===== config.mk =====
export PLATFORM = sky130hd
export DESIGN_NAME = sort_host
export DESIGN_NICKNAME = d
export VERILOG_FILES = /design/src/rtl/sort_host.sv
export SDC_FILE = /design/constraint.sdc
export NUM_CORES = 1
export LEC_CHECK = 0
export CORE_MARGIN = 2
export CORE_UTILIZATION = 45
export CTS_CLUSTER_DIAMETER = 120
export DETAILED_ROUTE_END_ITERATION = 8
export PLACE_DENSITY = 0.78
export SLEW_MARGIN = 5
export SYNTH_ARGS = -nofsm -noshare
export SYNTH_HDL_FRONTEND = slang
export SYNTH_SLANG_ARGS = --single-unit

===== constraint.sdc =====
create_clock -name clk -period 2 [get_ports clk]
set_input_delay 0.4 -clock clk [delete_from_list [all_inputs] [get_ports clk]]
set_output_delay 0.4 -clock clk [all_outputs]
set_load 0.1 [all_outputs]

===== src/rtl/sort_host.sv =====
// sort_host: loads N bytes into the byte sorter, starts it, and streams the sorted result back out.
// Define SORT_HOST_DESC_EN to read the sorter back in descending order.
module sort_host #(
  parameter int N      = 8,
  parameter int AW     = 3,
  parameter int DW     = 8,
  parameter int RD_LAT = 2
) (
  input  logic          clk,
  input  logic          nrst,
  input  logic          in_valid,
  output logic          in_ready,
  input  logic [DW-1:0] in_data,
  output logic          out_valid,
  input  logic          out_ready,
  output logic [DW-1:0] out_data,
  output logic          busy,
  output logic          done,
  output logic          s_start,
  output logic          s_wr,
  output logic [AW-1:0] s_addr,
  output logic [DW-1:0] s_datain,
  input  logic [DW-1:0] s_dataout,
  input  logic          s_ready
);
  localparam int LW = RD_LAT > 1 ? $clog2(RD_LAT) : 1;
  localparam logic [AW-1:0] LAST = AW'(N-1);
  typedef enum logic [2:0] {LOAD, FLUSH, START, WAIT_BUSY, WAIT_DONE, RD_ADDR, RD_WAIT, EMIT} state_t;
  state_t state_q, state_d;
  logic [AW-1:0] idx_q, idx_d, s_addr_q, s_addr_d, rd_addr;
  logic [LW-1:0] lat_q, lat_d;
  logic [DW-1:0] s_datain_q, s_datain_d, out_data_q, out_data_d;
  logic s_start_q, s_start_d, s_wr_q, s_wr_d, out_valid_q, out_valid_d;
  logic busy_q, busy_d, done_q, done_d;
  logic last;
`ifdef SORT_HOST_DESC_EN
  assign rd_addr = LAST - idx_q;
`else
  assign rd_addr = idx_q;
`endif
  assign last      = idx_q == LAST;
  assign in_ready  = state_q == LOAD;
  assign out_valid = out_valid_q;
  assign out_data  = out_data_q;
  assign busy      = busy_q;
  assign done      = done_q;
  assign s_start   = s_start_q;
  assign s_wr      = s_wr_q;
  assign s_addr    = s_addr_q;
  assign s_datain  = s_datain_q;
  always_ff @(posedge clk or negedge nrst) begin
    if (!nrst) begin
      state_q     <= LOAD;
      idx_q       <= '0;
      lat_q       <= '0;
      s_start_q   <= 1'b0;
      s_wr_q      <= 1'b0;
      s_addr_q    <= '0;
      s_datain_q  <= '0;
      out_valid_q <= 1'b0;
      out_data_q  <= '0;
      busy_q      <= 1'b0;
      done_q      <= 1'b0;
    end else begin
      state_q     <= state_d;
      idx_q       <= idx_d;
      lat_q       <= lat_d;
      s_start_q   <= s_start_d;
      s_wr_q      <= s_wr_d;
      s_addr_q    <= s_addr_d;
      s_datain_q  <= s_datain_d;
      out_valid_q <= out_valid_d;
      out_data_q  <= out_data_d;
      busy_q      <= busy_d;
      done_q      <= done_d;
    end
  end
  always_comb begin
    state_d     = state_q;
    idx_d       = idx_q;
    lat_d       = lat_q;
    s_start_d   = 1'b0;
    s_wr_d      = 1'b0;
    s_addr_d    = s_addr_q;
    s_datain_d  = s_datain_q;
    out_valid_d = out_valid_q;
    out_data_d  = out_data_q;
    busy_d      = busy_q;
    done_d      = 1'b0;
    case (state_q)
      LOAD: if (in_valid) begin
        s_wr_d     = 1'b1;
        s_addr_d   = idx_q;
        s_datain_d = in_data;
        busy_d     = 1'b1;
        idx_d      = last ? '0 : idx_q + 1'b1;
        state_d    = last ? FLUSH : LOAD;
      end
      FLUSH: state_d = START;
      START: begin
        s_start_d = 1'b1;
        state_d   = WAIT_BUSY;
      end
      // ready is stale while start is still on the wire
      WAIT_BUSY: if (!s_start_q && !s_ready) state_d = WAIT_DONE;
      WAIT_DONE: if (s_ready) begin
        idx_d   = '0;
        state_d = RD_ADDR;
      end
      RD_ADDR: begin
        s_addr_d = rd_addr;
        lat_d    = '0;
        state_d  = RD_WAIT;
      end
      RD_WAIT: begin
        lat_d = lat_q + 1'b1;
        if (lat_q == LW'(RD_LAT-1)) begin
          out_data_d  = s_dataout;
          out_valid_d = 1'b1;
          state_d     = EMIT;
        end
      end
      EMIT: if (out_ready) begin
        out_valid_d = 1'b0;
        done_d      = last;
        busy_d      = !last;
        idx_d       = last ? '0 : idx_q + 1'b1;
        state_d     = last ? LOAD : RD_ADDR;
      end
      default: state_d = LOAD;
    endcase
  end
endmodule

# ---- After elaboration in Yosys (flattened, before gate mapping)
# Cells that the tools add are included.
dict set report classes {
  reduce_logical 17
  mux 27
  n_eq_ne 13
  addsub 2
}
# operator n
set ops {}
lappend ops {{3-bit 2-to-1 mux} 11}
lappend ops {{3-bit case mux with 8 select lines} 1}
lappend ops {{3-bit equality test (second input constant)} 5}
lappend ops {{1-bit 2-to-1 mux} 10}
lappend ops {{2-bit != test (second input constant)} 5}
lappend ops {{3-bit case mux with 3 select lines} 1}
lappend ops {{2-bit nonzero test} 4}
lappend ops {{3-bit by 2-bit equality test with 1-bit output (second input constant)} 2}
lappend ops {{1-bit case mux with 2 select lines} 3}
lappend ops {{3-bit case mux with 2 select lines} 1}
lappend ops {{2-bit AND reduction} 3}
lappend ops {{3-bit AND reduction} 2}
lappend ops {{5-bit AND reduction} 1}
lappend ops {{4-bit AND reduction} 1}
lappend ops {{3-bit by 1-bit adder with 3-bit output (second input constant)} 1}
lappend ops {{3-bit by 1-bit equality test with 1-bit output (second input constant)} 1}
lappend ops {{1-bit logical NOT} 3}
lappend ops {{3-bit logical NOT} 1}
lappend ops {{3-bit nonzero test} 1}
lappend ops {{1-bit adder (second input constant)} 1}
lappend ops {{1-bit logical AND} 1}
dict set report totals {
  ff_bits 31
  output_inout_bits 25
  elab_cells 70
}

# ---- Longest topological paths before layout
dict set report logic_depth {
  word_depth 4
  ltp_mapped 5
  depth_no_buf 5
}

# ---- Worst setup path after synthesis
# OpenSTA, ideal clock, no wires.
dict set report synth_path {
  path_type {register to output}
  start {register state_q[1]}
  end {output in_ready}
  slack_ns -1.202
  required_time_ns 1.600
  stages_incl_launch_ff 4
  arrival_time_ns 2.802
  cell_sequence {dfrtp_1 > buf_2 > clkbuf_1 > nor3_1}
}
dict set report synth_via {
  elab_chain_cells 1
}
# element line
set synth_rtl {}
lappend synth_rtl {{start: declaration} 29} ;# state_t state_q, state_d;
lappend synth_rtl {{start signal: assignment} 65} ;# state_q <= state_d;
lappend synth_rtl {{3-bit logical NOT} 42} ;# assign in_ready = state_q == LOAD;
lappend synth_rtl {{end: declaration} 12} ;# output logic in_ready,
# Every way passes these cells.

# ---- Worst setup path after layout
# Same ends and word-level chain as after synthesis.

==> summary.txt <==
Final layout
  – Area occupied by multi-input gates: 617 µm²
  – Nets@finish: 212
  – # fillers: 250
  – # diodes: 0
  – Reg area: 776 µm²
  – Area grow syn2layout: 39.1%
  – Most frequent cells in the layout: nand2_1 (32), dfrtp_1 (31), buf_4 (31), clkdlybuf4s50_1 (20), mux2_2 (8)
  – Layout cells sized above 1: 28.9%
  – Most common cell after layout, fill and taps aside: nand2_1

Global routing
  – Vias in the first global route: 1075
  – Total track usage: 18.9%
  – Initial antenna violation count: 0
  – First-pass GRT wire length: 4990 µm
  – Largest net degree at the start of global routing: 32
  – GR Overflow Total: 0

Timing
  – Slew headroom: 73.3%
  – F_max: 529 MHz
  – Final Setup Violations: 0
  – TNS Setup: 0 ns
  – Final Max Slew Viols: 0
  – Fin crit share: 94.6%
  – Final Critical Period: 1.89 ns
  – Unrepaired setup endpoints after global routing: no
  – Fin. Hold Viols: 0
  – Setup Skew: 0.0123 ns
  – Worst-Margin Slew: 0.400 ns

Clock network
  – Maximum clock path buffer count: 2
  – CTS Hold Buffers Added: 0
  – H-tree levels: 2
  – PostCTS Resize Cnt: 0
  – Root Driver: clkbuf_4
  – CTS tree: built
  – # Post-CTS Setup Buffers: 0
  – CTS clk-pin slew, worst paths: 0.10 ns
  – Clock sinks: 31
  – Num CTS Buffers: 5
  – Clk Latency, worst-skew pair: 0.34 ns

Die
  – Die X: 60.5 µm
  – # IOs: 46
  – Die ar.: 3670 µm²
  – Die H: 60.5 µm
  – Core area: 3050 µm²
  – Row count: 20
  – Starting Density: 47.1%

Logic synthesis
  – Seq/Total Area, Yosys: 53.9%
  – Post-synth EDFFs: 0
  – Cell variety after synth: 36
  – Ys async rst share: 100%
  – Mapped Cells: 138
  – Synthesized flop and latch total: 31
  – Synth Cell Area: 1440 µm²
  – Post-synth net total: 161
  – Post-synth top area cell: dfrtp_1
  – Share of the synthesized area in the top cell type: 53.9%
  – Top FF cell, synth: dfrtp_1
  – Largest cells by area after synthesis: dfrtp_1 (54%), nand2_1 (8.3%), mux2_2 (6.3%)
  – Mapped Avg Cell Area: 10.4 µm²
  – Synth Warn #: 0

Drt
  – Total number of vias: 1209
  – Via density: 5.17
  – Final wirelength: 3200 µm
  – DRC errors left: 0
  – Starting DRT DRC Count: 20
  – Post-route antenna net violation count: 0
  – Drt pass-1 iters: 4
  – Wire length per cell: 13.7 µm

Setup path
  – Worst Path Class, Setup: flip-flop to output pin
  – Worst Setup Start Kind: flip-flop
  – CP Data Arrival Time: 1.49 ns
  – Max FO, Critical Path: 12
  – Critical Path RT: 1.60 ns
  – Crit. End Element: output pin

Placed design
  – # port buffers: 45
  – RePlAce Congestion: 0.885
  – HPWL after DPL: 2360 µm

Run status
  – Outcome: completed

Flow run
  – Max cap viols: 0

Worst hold path
  – Worst min path class: input port to async pin
[path summary, 6_finish.rpt]
kind | endpoint | cells after the start | slack [ns] | startpoint
setup / recovery | in_ready | 3 | 0.11 | state_q[1]$_DFFE_PN0P_
hold / removal | lat_q$_DFFE_PN0P_ | 2 | 0.45 | nrst
setup reg to reg | state_q[0]$_DFFE_PN0P_ | 5 | 0.33 | idx_q[0]$_DFFE_PN0P_
hold reg to reg | s_datain[1]$_DFFE_PN0P_ | 2 | 0.49 | s_datain[1]$_DFFE_PN0P_
max in group asynchronous | idx_q[1]$_DFFE_PN0P_ | 2 | 1.27 | nrst
min in group clk | s_datain[1]$_DFFE_PN0P_ | 2 | 0.49 | s_datain[1]$_DFFE_PN0P_
[synth_stat cells, types with 3 or more instances]
cell type  number
a21oi_1         5
and3_1          3
buf_2           4
dfrtp_1        31
inv_1           3
mux2_2          8
nand2_1        32
nor2_1          3
nor2b_1         5
nor3_1          3
o21ai_0         5
o221ai_1        6
[critical path, cell delays in order, from the launching register on]
cell and delay (ns):
dfrtp_1 0.51, buf_4 0.24, nor3_4 0.20, buf_12 0.20
[cells by family after synthesis]
kind of cell | share of synthesized area [%]
AO/OA/AOI/OAI | 14.0
flip-flops | 53.9
adder cells (fa/ha/maj) | 1.74
buffers and inverters | 4.00
AND/OR/NAND/NOR | 19.4
multiplexers | 6.96
[stage by stage]
| stage | cell area, µm² | utilization (%) | hold WS (ns) | instances | worst slack (ns) |
|---|---|---|---|---|---|
| 2_1_floorplan | 1450 | - | 0.104 | 138 | 0.0469 |
| 3_5_place_dp | 1920 | 62.7 | 0.470 | 226 | 0.0587 |
| 3_3_place_gp | 1920 | 62.7 | 0.462 | 226 | 0.132 |
| 5_1_grt | 2000 | 65.6 | 0.458 | 234 | 0.0164 |
| 6_report | 2000 | 65.6 | 0.446 | 234 | 0.109 |
| 4_1_cts | 2000 | 65.6 | 0.451 | 234 | 0.0922 |
[state kept, by name, summed over array words and instances (netlist names)]
signal / flops
busy: 1
done: 1
idx_q: 3
lat_q: 1
out_data: 8
out_valid: 1
s_addr: 3
s_datain: 8
s_start: 1
s_wr: 1
state_q: 3
[per-layer routing]
layer  routed length [µm]  share of wire, %  GRT usage [%]  vias up
met4                   80               2.5           11.2        0
li1                     -                 -              -      596
met2                 1590                50           30.6       40
met1                 1370                43           23.3      565
met3                  162               5.1           4.26        8
met5                    0                 0              0        -
[layout make-up]
class / count / area share, %
Inverter: 4 / 0.750
Multi-Input combinational cell: 95 / 30.8
Timing Repair Buffer: 52 / 22.6
Tap cell: 44 / 2.75
Sequential cell: 31 / 38.8
Clock buffer: 6 / 2.56
Clock inverter: 2 / 1.75
Power is left out: the tool's default activity adds up to more than one toggle a clock period on the data nets, which glitch-free logic cannot reach.
